`config.mk`:
```
export PLATFORM = sky130hd
export DESIGN_NAME = ifetch_queue_flat
export DESIGN_NICKNAME = d
export VERILOG_FILES = /design/src/rtl/ifetch_queue_pkg.sv /design/src/rtl/ifetch_queue_if.sv /design/src/rtl/ifq_ring.sv /design/src/rtl/ifetch_queue.sv /design/src/flat_wrapper.sv
export SDC_FILE = /design/constraint.sdc
export NUM_CORES = 1
export LEC_CHECK = 0
export ABC_CLOCK_PERIOD_IN_PS = 9300
export BUFFER_PORTS_ARGS = -buffer_cell sky130_fd_sc_hd__buf_4
export CAP_MARGIN = 20
export CORE_AREA = 4 4 224 226
export CTS_BUF_LIST = sky130_fd_sc_hd__clkbuf_4 sky130_fd_sc_hd__clkbuf_8
export DETAILED_ROUTE_END_ITERATION = 12
export DIE_AREA = 0 0 228 230
export SLEW_MARGIN = 20
export SYNTH_ARGS = -nofsm -noshare
export SYNTH_HDL_FRONTEND = slang
export SYNTH_SLANG_ARGS = --single-unit
```
`constraint.sdc`:
```
create_clock -name clk -period 9.3 [get_ports clk]
set_clock_uncertainty 0.2 [all_clocks]
set_input_delay 0.93 -clock clk [delete_from_list [all_inputs] [get_ports clk]]
set_output_delay 0.93 -clock clk [all_outputs]
set_load 0.005 [all_outputs]
```
`src/rtl/ifetch_queue_pkg.sv`:
```
// Shared types and exception codes for the instruction fetch queue.
// Slot layout is common to the ring storage and the fetch front end.
package ifetch_queue_pkg;

    localparam logic [7:0] ECODE_ADEF    = 8'h08;
    localparam logic       ESUBCODE_ADEF = 1'b0;

    typedef struct packed {
        logic        valid;
        logic        done;
        logic        ex;
        logic [7:0]  ecode;
        logic        esubcode;
        logic [31:0] pc;
        logic [31:0] inst;
    } ifq_slot_t;

    function automatic ifq_slot_t new_slot(input logic [31:0] pc);
        ifq_slot_t s;
        s       = '0;
        s.valid = 1'b1;
        s.pc    = pc;
        // A misaligned pc never reaches the bus; it becomes a ready ADEF entry.
        if (pc[1:0] != 2'b00) begin
            s.done     = 1'b1;
            s.ex       = 1'b1;
            s.ecode    = ECODE_ADEF;
            s.esubcode = ESUBCODE_ADEF;
        end
        return s;
    endfunction

endpackage

```
`src/rtl/ifetch_queue_if.sv`:
```
// Instruction bus and fetch-to-decode bundle of the fetch queue.
// master is the fetch unit side, slave is memory plus decode.
interface ifetch_queue_if;

    logic        inst_req;
    logic [31:0] inst_addr;
    logic        inst_addr_ok;
    logic        inst_data_ok;
    logic [31:0] inst_rdata;

    logic        fd_valid;
    logic [31:0] fd_pc;
    logic [31:0] fd_inst;
    logic        fd_ex;
    logic [7:0]  fd_ecode;
    logic        fd_esubcode;
    logic        d_allowin;

    modport master (
        output inst_req, inst_addr,
        input  inst_addr_ok, inst_data_ok, inst_rdata,
        output fd_valid, fd_pc, fd_inst,
        output fd_ex, fd_ecode, fd_esubcode,
        input  d_allowin
    );

    modport slave (
        input  inst_req, inst_addr,
        output inst_addr_ok, inst_data_ok, inst_rdata,
        input  fd_valid, fd_pc, fd_inst,
        input  fd_ex, fd_ecode, fd_esubcode,
        output d_allowin
    );

endinterface

```
`src/rtl/ifq_ring.sv`:
```
// Circular slot store: allocate at tail, fill in order, pop at head.
// pend counts allocated slots still waiting for read data.
module ifq_ring
    import ifetch_queue_pkg::*;
#(
    parameter  int QDEPTH = 4,
    localparam int PW     = $clog2(QDEPTH),
    localparam int CW     = PW + 1
) (
    input  logic          clk,
    input  logic          rstn,
    input  logic          flush,
    input  logic          alloc,
    input  ifq_slot_t     alloc_slot,
    input  logic          fill,
    input  logic [31:0]   fill_inst,
    input  logic          pop,
    output ifq_slot_t     head_slot,
    output logic [CW-1:0] count,
    output logic [CW-1:0] pend
);

    ifq_slot_t     slots [QDEPTH];
    logic [PW-1:0] head;
    logic [PW-1:0] tail;
    logic [PW-1:0] fptr;

    always_ff @(posedge clk) begin
        if (!rstn) begin
            head  <= '0;
            tail  <= '0;
            fptr  <= '0;
            count <= '0;
            pend  <= '0;
            for (int i = 0; i < QDEPTH; i++) begin
                slots[i] <= '0;
            end
        end else if (flush) begin
            head  <= tail;
            fptr  <= tail;
            count <= '0;
            pend  <= '0;
            for (int i = 0; i < QDEPTH; i++) begin
                slots[i].valid <= 1'b0;
                slots[i].done  <= 1'b0;
                slots[i].ex    <= 1'b0;
            end
        end else begin
            if (alloc) begin
                slots[tail] <= alloc_slot;
                tail        <= tail + PW'(1);
            end
            // fptr may rest on a ready ADEF slot; pend is zero then.
            if (fill) begin
                slots[fptr].inst <= fill_inst;
                slots[fptr].done <= 1'b1;
                fptr             <= fptr + PW'(1);
            end
            if (pop) begin
                slots[head].valid <= 1'b0;
                head              <= head + PW'(1);
            end
            count <= count + CW'(alloc) - CW'(pop);
            pend  <= pend + CW'(alloc && !alloc_slot.done)
                          - CW'(fill);
        end
    end

    assign head_slot = slots[head];

endmodule

```
`src/rtl/ifetch_queue.sv`:
```
// Fetch PC, redirect handling and bus issue in front of the slot ring.
// Responses to flushed requests are swallowed via the discard count.
module ifetch_queue
    import ifetch_queue_pkg::*;
#(
    parameter logic [31:0] RESET_PC = 32'h1c00_0000,
    parameter int          QDEPTH   = 4
) (
    input  logic        clk,
    input  logic        rstn,
    input  logic        ex_en,
    input  logic [31:0] ex_entry,
    input  logic        ertn_flush,
    input  logic [31:0] ertn_pc,
    input  logic        br_taken,
    input  logic [31:0] br_target,
    ifetch_queue_if.master ifq
);

    localparam int CW = $clog2(QDEPTH) + 1;

    logic [31:0]   pc_q;
    logic [CW-1:0] discard;
    logic          adef_hold;

    logic          redirect;
    logic [31:0]   redirect_pc;
    logic          aligned;
    logic          can_go;
    logic [CW:0]   in_use;
    logic          issue;
    logic          adef_alloc;
    logic          alloc;
    logic          fill;
    logic          drop;
    logic          pop;
    ifq_slot_t     alloc_slot;
    ifq_slot_t     head_slot;
    logic [CW-1:0] count;
    logic [CW-1:0] pend;

    always_comb begin
        redirect    = ex_en | ertn_flush | br_taken;
        redirect_pc = br_target;
        priority case (1'b1)
            ex_en:      redirect_pc = ex_entry;
            ertn_flush: redirect_pc = ertn_pc;
            default:    redirect_pc = br_target;
        endcase
    end

    assign aligned    = pc_q[1:0] == 2'b00;
    assign can_go     = rstn && !redirect && !adef_hold;
    // Discarded requests are still on the bus, so they hold slots too.
    assign in_use     = (CW+1)'(count) + (CW+1)'(discard);

    assign ifq.inst_req  = can_go && aligned
                        && in_use < (CW+1)'(QDEPTH);
    assign ifq.inst_addr = pc_q;

    assign issue      = ifq.inst_req && ifq.inst_addr_ok;
    assign adef_alloc = can_go && !aligned
                     && count < CW'(QDEPTH);
    assign alloc      = issue || adef_alloc;
    assign alloc_slot = new_slot(pc_q);

    assign fill = ifq.inst_data_ok && discard == '0
               && pend != '0;
    assign drop = ifq.inst_data_ok && discard != '0;

    assign ifq.fd_valid    = rstn && !redirect && count != '0
                          && head_slot.valid && head_slot.done;
    assign ifq.fd_pc       = head_slot.pc;
    assign ifq.fd_inst     = head_slot.inst;
    assign ifq.fd_ex       = head_slot.ex;
    assign ifq.fd_ecode    = head_slot.ecode;
    assign ifq.fd_esubcode = head_slot.esubcode;

    assign pop = ifq.fd_valid && ifq.d_allowin;

    always_ff @(posedge clk) begin
        if (!rstn) begin
            pc_q      <= RESET_PC;
            discard   <= '0;
            adef_hold <= 1'b0;
        end else if (redirect) begin
            pc_q      <= redirect_pc;
            discard   <= discard + pend
                       - CW'(fill) - CW'(drop);
            adef_hold <= 1'b0;
        end else begin
            if (issue) begin
                pc_q <= pc_q + 32'd4;
            end
            if (adef_alloc) begin
                adef_hold <= 1'b1;
            end
            if (drop) begin
                discard <= discard - CW'(1);
            end
        end
    end

    ifq_ring #(
        .QDEPTH(QDEPTH)
    ) u_ring (
        .clk       (clk),
        .rstn      (rstn),
        .flush     (redirect),
        .alloc     (alloc),
        .alloc_slot(alloc_slot),
        .fill      (fill),
        .fill_inst (ifq.inst_rdata),
        .pop       (pop),
        .head_slot (head_slot),
        .count     (count),
        .pend      (pend)
    );

endmodule
```
`src/flat_wrapper.sv`:
```
// flat-port wrapper written by rule: the top's interface ports become plain ports
module ifetch_queue_flat import ifetch_queue_pkg::*;
#(
    parameter logic [31:0] RESET_PC = 32'h1c00_0000,
    parameter int          QDEPTH   = 4
)
  (clk, rstn, ex_en, ex_entry, ertn_flush, ertn_pc, br_taken, br_target, ifq_inst_req, ifq_inst_addr, ifq_inst_addr_ok, ifq_inst_data_ok, ifq_inst_rdata, ifq_fd_valid, ifq_fd_pc, ifq_fd_inst, ifq_fd_ex, ifq_fd_ecode, ifq_fd_esubcode, ifq_d_allowin);
  ifetch_queue_if ifq_i ();
  input  logic clk;
  input  logic rstn;
  input  logic ex_en;
  input  logic [31:0] ex_entry;
  input  logic ertn_flush;
  input  logic [31:0] ertn_pc;
  input  logic br_taken;
  input  logic [31:0] br_target;
  output wire logic [$bits(ifq_i.inst_req)-1:0] ifq_inst_req;
  output wire logic [$bits(ifq_i.inst_addr)-1:0] ifq_inst_addr;
  input wire logic [$bits(ifq_i.inst_addr_ok)-1:0] ifq_inst_addr_ok;
  input wire logic [$bits(ifq_i.inst_data_ok)-1:0] ifq_inst_data_ok;
  input wire logic [$bits(ifq_i.inst_rdata)-1:0] ifq_inst_rdata;
  output wire logic [$bits(ifq_i.fd_valid)-1:0] ifq_fd_valid;
  output wire logic [$bits(ifq_i.fd_pc)-1:0] ifq_fd_pc;
  output wire logic [$bits(ifq_i.fd_inst)-1:0] ifq_fd_inst;
  output wire logic [$bits(ifq_i.fd_ex)-1:0] ifq_fd_ex;
  output wire logic [$bits(ifq_i.fd_ecode)-1:0] ifq_fd_ecode;
  output wire logic [$bits(ifq_i.fd_esubcode)-1:0] ifq_fd_esubcode;
  input wire logic [$bits(ifq_i.d_allowin)-1:0] ifq_d_allowin;
  assign ifq_inst_req = ifq_i.inst_req;
  assign ifq_inst_addr = ifq_i.inst_addr;
  assign ifq_i.inst_addr_ok = ifq_inst_addr_ok;
  assign ifq_i.inst_data_ok = ifq_inst_data_ok;
  assign ifq_i.inst_rdata = ifq_inst_rdata;
  assign ifq_fd_valid = ifq_i.fd_valid;
  assign ifq_fd_pc = ifq_i.fd_pc;
  assign ifq_fd_inst = ifq_i.fd_inst;
  assign ifq_fd_ex = ifq_i.fd_ex;
  assign ifq_fd_ecode = ifq_i.fd_ecode;
  assign ifq_fd_esubcode = ifq_i.fd_esubcode;
  assign ifq_i.d_allowin = ifq_d_allowin;
  ifetch_queue #(.RESET_PC(RESET_PC), .QDEPTH(QDEPTH)) u_core (.clk(clk), .rstn(rstn), .ex_en(ex_en), .ex_entry(ex_entry), .ertn_flush(ertn_flush), .ertn_pc(ertn_pc), .br_taken(br_taken), .br_target(br_target), .ifq(ifq_i));
endmodule
```
==> results by group, run 1 <==
Status
  • Status: finished, final reports clean

Hold path
  • Type of the worst min-delay path: reg -> reg

Power
  • Total leakage power: 7.60 nW
  • PD cells: 171 mW/mm^2
  • VDD IR max: 85.4 uV

Final layout
  • Fin area: 0.0189 mm^2
  • Filler cells: 4538
  • Area Overhead vs Synth: 19.4%
  • Layout cells sized above 1: 29.5%
  • Nets: 1590
  • Post-Layout Cell Count: 2088

Synth
  • Yosys cell types: 72
  • Post-synthesis sequential area ratio: 57.5%
  • Ys Warns: 0
  • Post-Syn Instances: 1249
  • Synthesized area per cell: 12.7 um^2
  • Main synth FF type: edfxtp_1
  • Async S/R FF share, synth: 0%
  • Post-synth EDFFs: 264
  • Biggest area consumer among synthesized cells: edfxtp_1
  • Synth area leaders: edfxtp_1, mux4_2, dfxtp_1
  • Cell Area, Synth: 0.0158 mm^2
  • Post-synth top area share: 50.1%
  • Synth Register Bits: 322

Setup path
  • Top Family by Delay on Critical Path: simple AND/OR/NAND/NOR gates
  • CP max stage cell: o41ai_1
  • Worst setup SP type: flip-flop
  • Worst R2R Setup Slack: 4.53 ns
  • CP Class: reg -> reg
  • CP Cell Sequence: ha_1 > or4_4 > o41ai_1 > nand3_1 > nand2_1 > buf_4 > or2_2
  • Worst EP required: 9.29 ns
  • WP buf/inv: 1
  • Crit-path max cell delay: 0.97 ns
  • CP arrival: 4.76 ns
  • CP Max Fanout: 34
  • Crit end category: flip-flop

Timing
  • Tcrit/Tclk final: 51.3%
  • Max-slew violations: 0
  • Fmax: 210 MHz
  • Worst-margin pin slew: 1.11 ns
  • Max-Slew Margin vs Limit: 25.3%
  • Setup_tns: 0 ns
  • Number of setup violations in the final report: 0
  • Slack of the critical path: 4.53 ns
  • Tmin final: 4.77 ns
  • Fin. Hold Viols: 0
  • RSZ-0062 raised after global routing: false

Placement
  • Placement Cell Area: 0.0178 mm^2
  • Dpl hpwl: 27600 um
  • Port Buffers: 235
  • Post-Place Cells: 1994
  • Dpl ws: 3.99 ns
  • GPL Wtd Cong: 0.818

Floorplanning
  • Num rows: 81
  • Die Y: 230 um
  • I/O pins: 244
  • Chip Width: 228 um
  • Starting Density: 32.7%
  • Core area: 0.0483 mm^2
  • Die area: 0.0524 mm^2

CTS
  • Post-CTS Setup Inserts: 0
  • Cts repair resizes: 0
  • Worst skew pair latency: 0.59 ns
  • CTS root buffer: clkbuf_8
  • Clock slew at the register clock pins of the worst setup and hold paths: 0.07 ns
  • CTS hold repair buffers: 0
  • Htree depth: 2
  • CTS max path bufs: 3
  • CTS tree: yes
  • Cts bufs inserted: 52
  • Clk sinks: 322

Global route
  • Congestion Overflow GR: 0
  • Largest net degree at the start of global routing: 112
  • First-pass GRT wire length: 64500 um
  • Total GRT Usage: 15.7%
  • Initial antenna violation count: 1
  • Vias in the first global route: 10800

Drt
  • Initial detailed-routing violation count: 994
  • DRT Wirelength: 42300 um
  • Post-DR vias/cell: 5.11
  • DRT antenna net count: 0
  • Vias: 10700
  • WL per Instance: 20.3 um
  • DRT Pass-1 Iters: 6
  • DRC violations left: 0

Job
  • Max_cap viols: 0
-- synth_stat cells (16+ instances only) --
| library cell | instances |
|---|---|
| a21oi_1 | 46 |
| and2_1 | 134 |
| and3_1 | 120 |
| buf_1 | 16 |
| buf_4 | 41 |
| clkbuf_1 | 67 |
| dfxtp_1 | 58 |
| edfxtp_1 | 264 |
| ha_1 | 23 |
| inv_1 | 35 |
| mux4_2 | 67 |
| nand2_1 | 60 |
| nand3_1 | 18 |
| nor2_1 | 61 |
| o21ai_0 | 28 |
-- worst register-to-register path, delay by kind of cell, from the launching register on --
family	cells	cell delay (ns)
AOI/OAI and AO/OA	1	0.97
DFF	1	0.40
adders and majority gates	1	0.27
and+or+nand+nor	4	2.04
buffers and inverters	1	0.46
-- final timing paths --
kind | cells after the start | to | startpoint
min reg2reg | 2 | u_core.u_ring.slots[2][75] | u_core.u_ring.slots[2][75]
min | 2 | u_core.u_ring.slots[2][75] | u_core.u_ring.slots[2][75]
max reg2reg | 7 | u_core.u_ring.slots[3][10] | u_core.discard[2]
max | 7 | u_core.u_ring.slots[3][10] | u_core.discard[2]
-- kinds of logic after synthesis --
kind of cell,synth area share (%)
xor gates and xnor gates,0.775
and+or+nand+nor,17.7
DFF,57.5
AOI/OAI and AO/OA,6.25
muxes,10.2
buffers and inverters,5.17
other,0.0237
adders and majority gates,2.45
-- per-layer routing --
layer / track usage (%) / share of wire (%) / up-vias
li1: - / - / 4984
met5: 0 / 0 / -
met3: 2.56 / 5.4 / 80
met1: 20.6 / 43 / 5226
met2: 26.7 / 49 / 386
met4: 4.88 / 2.6 / 0
-- where the power goes --
part,internal (mW),leakage (nW),switching (mW)
Clock,0.653,0.546,0.545
Combinational,0.167,3.85,0.185
Sequential,1.62,3.21,0.0529
-- per-stage QoR --
step / hold WS, ns / total power [mW] / utilization (%)
finish: 0.259 / 3.22 / 39.1
global route: 0.289 / 3.37 / 39.1
CTS: 0.263 / 3.26 / 39.0
detailed placement: 0.253 / 2.06 / 36.9
global placement: 0.248 / 2.05 / 36.9
floorplan: 0.238 / 1.88 / -
-- flip-flops by register name (all words and copies together) (netlist names), named ones only --
name and count:
u_core.u_ring.pend 3, u_core.u_ring.tail 2, u_core.u_ring.count 3, u_core.ifq.inst_addr 32, u_core.discard 3, u_core.u_ring.fptr 2
u_core.adef_hold 1, u_core.u_ring.head 2, u_core.u_ring.slots 272
-- final cells by class --
class	instances	area (um^2)	area share [%]
sequential	322	9100	48.2
clock buffer	74	906	4.80
antenna	1	2.50	0.0133
clock inverter	19	115	0.610
multi-input combinational	761	5950	31.5
inverter	37	139	0.736
tap	622	778	4.12
timing repair buffer	252	1900	10.0
-- cells in the final DEF (no fill, tap or decap), drive strengths merged, types with 10 or more instances in the layout --
master	count
nor2	61
and3	124
a211oi	10
nand4	10
nor4	11
inv	37
o21ai	28
edfxtp	264
nand3	21
mux4	67
clkinv	17
ha	23
a221oi	10
xnor2	10
a21oi	46
buf	252
clkbuf	74
nor3	16
and2	135
nand2	60
dfxtp	58
No activity file was read; power rests on OpenSTA's default activity.
==> run 2, diff against run 1 <==
- ABC_AREA: unset -> 1
- ABC_CLOCK_PERIOD_IN_PS: 9300 -> 4600
- CORE_AREA: 4 4 224 226 -> 4 4 225 227
- DIE_AREA: 0 0 228 230 -> 0 0 229 231
- clock period: 9.3 -> 4.6 ns (I/O delays scaled with it)
==> results by group, run 2 <==
Status
  • Status: finished, final reports clean

Floorplanning
  • Core area: 0.0486 mm^2
  • Chip Width: 229 um
  • Num rows: 81
  • Starting Density: 32.6%
  • I/O pins: 244
  • Die area: 0.0529 mm^2
  • Die Y: 231 um

Synth
  • Synth Register Bits: 322
  • Synth area leaders: edfxtp_1, nor2_1, dfxtp_1
  • Synthesized area per cell: 9.00 um^2
  • Main synth FF type: edfxtp_1
  • Post-synth top area share: 50.1%
  • Yosys cell types: 38
  • Post-synthesis sequential area ratio: 57.4%
  • Most frequent cell after synthesis: nor2_1
  • Ys Warns: 0
  • Biggest area consumer among synthesized cells: edfxtp_1
  • Cell Area, Synth: 0.0158 mm^2
  • Post-synth EDFFs: 264
  • Post-Syn Instances: 1759
  • Top cells by count, synth: nor2_1, edfxtp_1, o21ai_0
  • Async S/R FF share, synth: 0%

Global route
  • Vias in the first global route: 13100
  • First-pass GRT wire length: 73100 um
  • Initial antenna violation count: 0
  • Congestion Overflow GR: 0
  • Total GRT Usage: 17.3%
  • Largest net degree at the start of global routing: 95

Timing
  • Setup_tns: 0 ns
  • Fmax: 265 MHz
  • Worst-margin pin slew: 0.947 ns
  • Tcrit/Tclk final: 82.2%
  • Fin. Hold Viols: 0
  • Tmin final: 3.78 ns
  • RSZ-0062 raised after global routing: false
  • Max-Slew Margin vs Limit: 36.9%
  • Max-slew violations: 0
  • Number of setup violations in the final report: 0

Placement
  • Dpl hpwl: 31000 um
  • GPL Wtd Cong: 0.884
  • Port Buffers: 235

Drt
  • Vias: 13000
  • WL per Instance: 17.6 um
  • DRT antenna net count: 0
  • DRT Wirelength: 46600 um
  • Post-DR vias/cell: 4.91
  • Initial detailed-routing violation count: 897
  • DRT Pass-1 Iters: 5
  • DRC violations left: 0

Power
  • VDD IR max: 143 uV
  • Sequential Power Share: 50.1%
  • Total leakage power: 8.03 nW
  • Comb pwr share: 12.9%
  • PD cells: 349 mW/mm^2
  • Sw power: 1.80 mW
  • Pint: 4.93 mW
  • Sw Share: 26.8%
  • Clock Power Share: 37.0%

Final layout
  • Most flop-heavy register: u_core.u_ring.slots
  • Commonest non-fill, non-tap cells in the layout: nor2_1, edfxtp_1, buf_4
  • Area Overhead vs Synth: 22.0%
  • Layout cells sized above 1: 18.3%
  • Final design utilization: 39.7%
  • Commonest non-fill, non-tap cell in the layout: nor2_1
  • Filler cells: 4876
  • # diodes: 0
  • Nets: 2144
  • Max FFs per register: 272

CTS
  • Cts repair resizes: 0
  • CTS max path bufs: 3
  • Htree depth: 2
  • Cts bufs inserted: 54
  • Worst skew pair latency: 0.64 ns
  • Clock slew at the register clock pins of the worst setup and hold paths: 0.06 ns
  • Clk sinks: 322
  • CTS tree: yes
  • CTS root buffer: clkbuf_8

Setup path
  • CP Cell Sequence: clkinv_2 > buf_4 > buf_4 > o21ai_0 > o22ai_1 > buf_4
  • Worst EP required: 3.94 ns
  • Worst setup SP type: flip-flop
  • CP Class: reg -> out
  • CP Max Fanout: 71
  • Crit-path max cell delay: 0.63 ns
  • CP arrival: 3.12 ns
  • Crit end category: output pin
  • Crit path top cell by count: buf_4
  • Top Family by Delay on Critical Path: buffers and inverters
  • WP buf/inv: 4
  • CP max stage cell: buf_4

Hold path
  • Type of the worst min-delay path: in -> reg

Job
  • Max_cap viols: 0
-- run 2: cell types whose count changed in the layout (fill, tap and decap cells not counted), sizes merged, moves of 69 or more --
cell   previous run  this run
and3            124         0
o21ai            28       202
nor2             61       485
nand2            60       203
o22ai             0        69
and2            135         0
inv              37       131
-- run 2: cells by family (layout without fill, tap and decap cells) --
group,after synthesis,count (layout),synth area share (%)
other cells,1,8,0.0237
flops,322,322,57.4
simple gates,765,765,19.2
xor+xnor,11,11,0.608
fa+ha+maj,28,28,2.45
buf+inv,271,530,8.02
compound gates,361,361,12.3
-- run 2: worst paths after layout --
kind | from | end | slack [ns] | cells after the start
max | flip-flop | ifq_fd_inst[28] | 0.82 | 6
min | ex_entry[7] | u_core.ifq.inst_addr[7] | 0.05 | 5
max reg2reg | u_core.discard[0] | u_core.discard[2] | 0.93 | 15
min reg2reg | u_core.discard[1] | u_core.discard[1] | 0.29 | 2
-- run 2: timing repair --
| item | CTS | global route |
|---|---|---|
| setup endpoints to repair | 0 | 0 |
| hold buffers | 43 | 0 |
| endpoints found under the hold margin | 141 | 0 |
| buffers inserted | 0 | 0 |
-- run 2: power by group through the flow --
stage,clock network (mW),registers [mW],logic (mW)
detailed placement,0,3.43,0.844
global route,2.69,3.39,0.974
global placement,0,3.43,0.825
CTS,2.55,3.37,0.879
finish,2.49,3.37,0.870
floorplan,0,3.39,0.487
-- run 2: cell type report --
type | count | area (um^2) | share of cell area (%)
Tap cell | 622 | 778 | 4.03
Inverter | 130 | 489 | 2.53
Clock inverter | 28 | 158 | 0.816
Timing Repair Buffer | 299 | 2370 | 12.3
Sequential cell | 322 | 9090 | 47.1
Multi-Input combinational cell | 1173 | 5530 | 28.6
Clock buffer | 73 | 898 | 4.65
-- run 2: metrics by stage --
stage	instance area [um^2]	setup WS [ns]	hold slack (ns)	power [mW]	cells
finish	19300	0.819	0.0489	6.73	2647
global route	19300	0.589	0.0263	7.05	2647
CTS	19300	0.776	0.00370	6.80	2646
detailed placement	17800	0.922	0.286	4.28	2502
global placement	17800	1.01	0.273	4.25	2502
floorplan	15900	1.27	0.256	3.88	1766
-- run 2: worst register-to-register path: cells and delay by family, from the launching register on --
| kind | cells | cell delay (ns) |
|---|---|---|
| adder cells (fa/ha/maj) | 5 | 1.76 |
| AO/OA/AOI/OAI | 2 | 0.41 |
| buffers and inverters | 4 | 0.40 |
| flip-flops | 1 | 0.33 |
| XOR/XNOR | 2 | 0.33 |
| AND/OR/NAND/NOR | 2 | 0.17 |
-- run 2: metal layers --
metal | wire, um | vias up | GRT usage, % | share of wire (%)
li1 | - | 6322 | - | -
met1 | 20100 | 6139 | 22.8 | 43
met2 | 22100 | 467 | 28.8 | 47
met3 | 3100 | 76 | 3.25 | 6.7
met4 | 1300 | 0 | 5.69 | 2.8
met5 | 0 | - | 0 | 0
